[src/rtl/uart_pkg.sv]
// Shared UART definitions: receiver/transmitter state encodings, default frame geometry
// and parity sense. Used by uart_rx (and uart_tx).
package uart_pkg;

  localparam int DBIT_DEF    = 8;
  localparam int SB_TICK_DEF = 16;
  localparam int OVS_DEF     = 16;

  // 0 = even parity, 1 = odd parity (only meaningful with UART_RX_PARITY_EN).
  localparam logic PARITY_ODD = 1'b0;

  typedef enum logic [2:0] {
    IDLE   = 3'd0,
    START  = 3'd1,
    DATA   = 3'd2,
    STOP   = 3'd3,
    PARITY = 3'd4
  } uart_state_e;

endpackage

[src/rtl/uart_sync2.sv]
// Two-flop synchronizer for a single asynchronous input; reset value is a parameter
// so an idle-high line does not look like an edge when reset is released.
module uart_sync2 #(
  parameter logic RST_VAL = 1'b1
) (
  input  logic clk,
  input  logic reset,
  input  logic d,
  output logic q
);

  logic meta;

  // NOTE: sequential state is always assigned with <= so every flop samples pre-edge values.
  always_ff @(posedge clk or posedge reset) begin
    if (reset) begin
      meta <= RST_VAL;
      q    <= RST_VAL;
    end else begin
      meta <= d;
      q    <= meta;
    end
  end

endmodule

[src/rtl/uart_rx.sv]
// 8N1 UART receiver on a shared 16x oversampling baud_tick; emits each byte with a
// one-cycle rx_done_tick and a framing-error flag. Define UART_RX_PARITY_EN for 8E1/8O1.
module uart_rx
  import uart_pkg::*;
#(
  parameter int DBIT    = DBIT_DEF,
  parameter int SB_TICK = SB_TICK_DEF,
  parameter int OVS     = OVS_DEF
) (
  input  logic            clk,
  input  logic            reset,
  input  logic            baud_tick,
  input  logic            rx,
  output logic [DBIT-1:0] rx_data,
  output logic            rx_done_tick,
  output logic            frame_err,
  output logic            parity_err
);

  uart_state_e     state_reg, state_next;
  logic [3:0]      s_reg, s_next;
  logic [2:0]      n_reg, n_next;
  logic [DBIT-1:0] d_reg, d_next, data_next;
  logic            done_next, ferr_next;
  logic            brk_reg, brk_next;
  logic            rx_s;

`ifdef UART_RX_PARITY_EN
  logic perr_pend, perr_pend_next, perr_next;
`endif

  uart_sync2 #(.RST_VAL(1'b1)) u_sync (
    .clk   (clk),
    .reset (reset),
    .d     (rx),
    .q     (rx_s)
  );

  always_ff @(posedge clk or posedge reset) begin
    if (reset) begin
      state_reg    <= IDLE;
      s_reg        <= '0;
      n_reg        <= '0;
      d_reg        <= '0;
      rx_data      <= '0;
      rx_done_tick <= 1'b0;
      frame_err    <= 1'b0;
      brk_reg      <= 1'b0;
    end else begin
      state_reg    <= state_next;
      s_reg        <= s_next;
      n_reg        <= n_next;
      d_reg        <= d_next;
      rx_data      <= data_next;
      rx_done_tick <= done_next;
      frame_err    <= ferr_next;
      brk_reg      <= brk_next;
    end
  end

`ifdef UART_RX_PARITY_EN
  always_ff @(posedge clk or posedge reset) begin
    if (reset) begin
      perr_pend  <= 1'b0;
      parity_err <= 1'b0;
    end else begin
      perr_pend  <= perr_pend_next;
      parity_err <= perr_next;
    end
  end
`else
  assign parity_err = 1'b0;
`endif

  // NOTE: every signal written here gets a default first, so no path can infer a latch.
  always_comb begin
    state_next = state_reg;
    s_next     = s_reg;
    n_next     = n_reg;
    d_next     = d_reg;
    data_next  = rx_data;
    done_next  = 1'b0;
    ferr_next  = frame_err;
    brk_next   = brk_reg;
`ifdef UART_RX_PARITY_EN
    perr_pend_next = perr_pend;
    perr_next      = parity_err;
`endif

    // A low stop bit (break) locks out new starts until the line has been seen high.
    if (rx_s) brk_next = 1'b0;

    unique case (state_reg)
      IDLE: begin
        s_next = '0;
        n_next = '0;
        if (!rx_s && !brk_reg) state_next = START;
      end

      START: begin
        if (baud_tick) begin
          if (s_reg == 4'(OVS/2 - 1)) begin
            s_next     = '0;
            state_next = rx_s ? IDLE : DATA;
          end else begin
            s_next = s_reg + 4'd1;
          end
        end
      end

      DATA: begin
        if (baud_tick) begin
          if (s_reg == 4'(OVS - 1)) begin
            s_next = '0;
            d_next = {rx_s, d_reg[DBIT-1:1]};
            if (n_reg == 3'(DBIT - 1)) begin
`ifdef UART_RX_PARITY_EN
              state_next = PARITY;
`else
              state_next = STOP;
`endif
            end else begin
              n_next = n_reg + 3'd1;
            end
          end else begin
            s_next = s_reg + 4'd1;
          end
        end
      end

`ifdef UART_RX_PARITY_EN
      PARITY: begin
        if (baud_tick) begin
          if (s_reg == 4'(OVS - 1)) begin
            s_next         = '0;
            perr_pend_next = rx_s ^ (^d_reg) ^ PARITY_ODD;
            state_next     = STOP;
          end else begin
            s_next = s_reg + 4'd1;
          end
        end
      end
`endif

      STOP: begin
        if (baud_tick) begin
          if (s_reg == 4'(SB_TICK - 1)) begin
            data_next  = d_reg;
            ferr_next  = ~rx_s;
            brk_next   = ~rx_s;
            done_next  = 1'b1;
            state_next = IDLE;
`ifdef UART_RX_PARITY_EN
            perr_next  = perr_pend;
`endif
          end else begin
            s_next = s_reg + 4'd1;
          end
        end
      end

      default: state_next = IDLE;
    endcase
  end

endmodule

[config.mk]
export PLATFORM = sky130hd
export DESIGN_NAME = uart_rx
export DESIGN_NICKNAME = d
export VERILOG_FILES = /design/src/rtl/uart_pkg.sv /design/src/rtl/uart_sync2.sv /design/src/rtl/uart_rx.sv
export SDC_FILE = /design/constraint.sdc
export NUM_CORES = 1
export LEC_CHECK = 0
export ABC_CLOCK_PERIOD_IN_PS = 1650
export CORE_UTILIZATION = 49
export DETAILED_ROUTE_END_ITERATION = 16
export PLACE_DENSITY = 0.73
export REMOVE_ABC_BUFFERS = 1
export SYNTH_ARGS = -nofsm -noshare
export SYNTH_HDL_FRONTEND = slang
export SYNTH_SLANG_ARGS = --single-unit
[constraint.sdc]
create_clock -name clk -period 1.65 [get_ports clk]
set_input_delay 0.33 -clock clk [delete_from_list [all_inputs] [get_ports clk]]
set_output_delay 0.33 -clock clk [all_outputs]
set_load 0.02 [all_outputs]
==> summary.md, run 1 <==
| Metric | Value |
|---|---|
| GP Congestion | 0.776 |
| Status | finished, violations left |
| Layout area overhead | 37.4% |
| TritonCTS Buffers | 5 |
| R2r startpoint | state_reg[0] |
| Synthesis warning total | 0 |
| Top post-synthesis cells by area | dfrtp_1 49%, mux2_2 15%, ha_1 7.0%, dfstp_2 3.6%, a22o_1 1.8% |
| Worst path cell trace | buf_4 > ha_4 > o21ba_2 > o21a_1 > or4b_1 > o21ai_1 |
| Failing checks | setup timing |
| Die W | 56.2 um |
| #FFs+latches synth | 30 |
| Min Tclk post-route | 1.76 ns |
| Final instance area | 1980 um2 |
| Worst skew pair latency | 0.32 ns |
| Max incr delay on CP | 0.47 ns |
| Mapped Avg Cell Area | 12.5 um2 |
| I/O pin cnt | 15 |
| Routed Antenna Nets | 0 |
| Final Power | 2210 uW |
| Final setup viols | 2 |
| Crit-path leading delay family | compound AO/OA/AOI/OAI gates |
| Worst hold path class | in2async |
| NumNets Final | 164 |
| LEAKAGE | 0.00107 uW |
| Setup Skew | 0.00939 ns |
| CTS tree | built |
| Cell Pwr Density | 1120 nW/um2 |
| Sequential area share after synthesis | 0.523 |
| CP Class | reg2reg |
| Max IR drop VDD | 0.959 mV |
| Placed cell areas | 1740 um2 |
| Gate Count Post-Synth | 115 |
| R2r endpoint | state_reg[1] |
| Crit end category | register |
| Crit start category | register |
| Hold Buf Count CTS | 0 |
| Top cell type's share of synthesized area | 0.487 |
| DIE HEIGHT | 56.2 um |
| Die area | 3160 um2 |
| Antenna violations before repair | 0 |
| Post-synth top area cell | dfrtp_1 |
| Vias in the first global route | 1033 |
| R2R depth | 6 |
| Peak Freq | 569 MHz |
| Clock tree sinks | 30 |
| FF-to-FF setup slack | -0.11 ns |
| Slew Limit Fails | 0 |
| WP data required | 1.89 ns |
| Diode count | 0 |
| First-pass GRT wire length | 4.63 mm |
| WL final | 2.68 mm |
| Maximum number of pins on one net before global-route repair | 31 |
| DR vias/cell | 5.51 |
| Area of the mapped netlist | 1440 um2 |
| DR vias | 1014 |
| Total global-route track usage | 0.191 |
| Post-synthesis cell type count | 36 |
| Std cell rows | 19 |
| DRT iter0 DRCs | 8 |
| Hold Vio Cnt, Final | 0 |
| Post-DR wirelength/cell | 14.6 um |
| Clock buffer depth | 2 |
| Slowest CP cell | or4b_1 |
| Detail Placement HPWL | 1.83 mm |
| Total of max-cap violations | 0 |
| DRC | 0 |
| Worst-path fanout max | 5 |
| Clk pin slew, worst setup/hold paths | 0.10 ns |
| Final critical-path share of the clock period | 1.06 |
| Post-route setup slack | -0.106 ns |
| Buf+Inv Stages, Crit Path | 1 |
| Congestion Overflow GR | 0 |
| Unrepaired setup endpoints after global routing | true |
| H-tree depth | 2 |
| Initial core utilization | 0.518 |
| Area of the core | 2780 um2 |
| IO Port Bufs | 13 |
| Layout cell share with drive strength beyond 1 | 0.451 |
| Critical Path AT | 2.00 ns |
| Root buffer cell | clkbuf_4 |
| Detailed Routing Iterations Pass 1 | 4 |
logic make-up after synthesis:
logic type                 share of synthesized area
DFF                                            0.523
and+or+nand+nor                                0.110
muxes                                          0.156
AOI/OAI and AO/OA                             0.0895
buffers and inverters                         0.0434
adders and majority gates                     0.0695
other                                        0.00260
xor gates and xnor gates                     0.00608
routing by layer:
| layer | part of all wire | global-route usage | up-vias |
|---|---|---|---|
| met5 | 0 | 0 | - |
| met4 | 0.0049 | 0.0627 | 0 |
| met3 | 0.034 | 0.0558 | 2 |
| met2 | 0.51 | 0.315 | 18 |
| met1 | 0.45 | 0.243 | 516 |
| li1 | - | - | 478 |
layout make-up:
cell class | instances | area (um2)
sequential | 30 | 756
multi-input combinational | 74 | 733
fill | 182 | 802
timing repair buffer | 35 | 344
clock inverter | 1 | 30.0
inverter | 6 | 22.5
clock buffer | 7 | 55.1
tap | 31 | 38.8
how the worst max path moves through the flow:
stage | start | endpoint | slack [ns] | cells after the start
finish | state_reg[0] | state_reg[1] | -0.11 | 6
detailed placement | baud_tick | state_reg[0] | -0.25 | 5
CTS | state_reg[0] | state_reg[1] | -0.12 | 6
global placement | baud_tick | state_reg[0] | -0.23 | 5
global route | state_reg[0] | state_reg[1] | -0.16 | 6
floorplan | state_reg[0] | state_reg[0] | -0.22 | 6
power breakdown:
part | switching (uW) | internal, uW
logic | 257 | 346
registers | 132 | 865
clock network | 246 | 362
total | 635 | 1570
synth_stat cells:
| master | n |
|---|---|
| a211oi_1 | 1 |
| a21oi_1 | 2 |
| a22o_1 | 3 |
| a22oi_1 | 1 |
| a2bb2oi_1 | 1 |
| a31oi_1 | 1 |
| and2_1 | 1 |
| and3b_1 | 1 |
| and4_1 | 1 |
| buf_2 | 1 |
| buf_4 | 1 |
| buf_6 | 2 |
| clkbuf_2 | 1 |
| conb_1 | 1 |
| dfrtp_1 | 28 |
| dfstp_2 | 2 |
| ha_1 | 8 |
| inv_1 | 6 |
| mux2_2 | 19 |
| mux2i_1 | 1 |
| nand2_1 | 5 |
| nand2b_1 | 1 |
| nand3_1 | 3 |
| nand4_1 | 1 |
| nor2_1 | 5 |
| nor3_1 | 2 |
| nor3b_1 | 1 |
| nor4b_1 | 1 |
| nor4b_4 | 1 |
| o21a_1 | 2 |
| o21ai_0 | 5 |
| o21ai_1 | 1 |
| o21ba_2 | 1 |
| o31ai_1 | 1 |
| or4b_1 | 2 |
| xor2_1 | 1 |
through the flow:
stage / cells / worst slack [ns] / util / hold slack (ns) / setup TNS [ns]
2_1_floorplan: 110 / -0.217 / - / 0.334 / -0.584
4_1_cts: 181 / -0.117 / 0.662 / 0.373 / -0.249
5_1_grt: 184 / -0.164 / 0.712 / 0.365 / -0.357
3_3_place_gp: 173 / -0.228 / 0.624 / 0.346 / -2.39
3_5_place_dp: 173 / -0.250 / 0.624 / 0.352 / -2.98
6_report: 184 / -0.106 / 0.712 / 0.366 / -0.190
what timing repair did:
item / 4_1_cts / 5_1_grt
gates cloned: 0 / 0
setup endpoints to repair: 8 / 32
resized for setup: 6 / 28
pin swaps: 0 / 5
setup buffers: 0 / 3
cells in the final DEF, fill, tap and decap left out, types with 2 or more instances in the layout:
cell	count
o21ai_0	4
dfstp_2	2
nand3_1	3
mux2_2	18
dlymetal6s2s_1	8
clkdlybuf4s50_1	5
a22o_1	3
buf_12	2
o21a_1	2
ha_4	5
dfrtp_1	26
clkbuf_4	5
nand2_1	5
nor2_1	4
inv_1	5
ha_1	2
dfrtp_2	2
buf_4	19
worst reg2reg max path: cells and delay by family (launching register included):
kind,cells,cell delay [ns]
AND/OR/NAND/NOR,1,0.48
buffers and inverters,1,0.15
adder cells (fa/ha/maj),1,0.17
AO/OA/AOI/OAI,3,0.49
flip-flops,1,0.40
(Power assumes the default switching activity.)
==> run 2: changes to the inputs <==
--- a/config.mk
+++ b/config.mk
@@ -5,7 +5,6 @@
 export SDC_FILE = /design/constraint.sdc
 export NUM_CORES = 1
 export LEC_CHECK = 0
-export ABC_CLOCK_PERIOD_IN_PS = 1650
 export CORE_UTILIZATION = 49
 export DETAILED_ROUTE_END_ITERATION = 16
 export PLACE_DENSITY = 0.73
==> results of run 2 <==
Same layout as run 1: the final DEF is identical, and so are final timing and power.
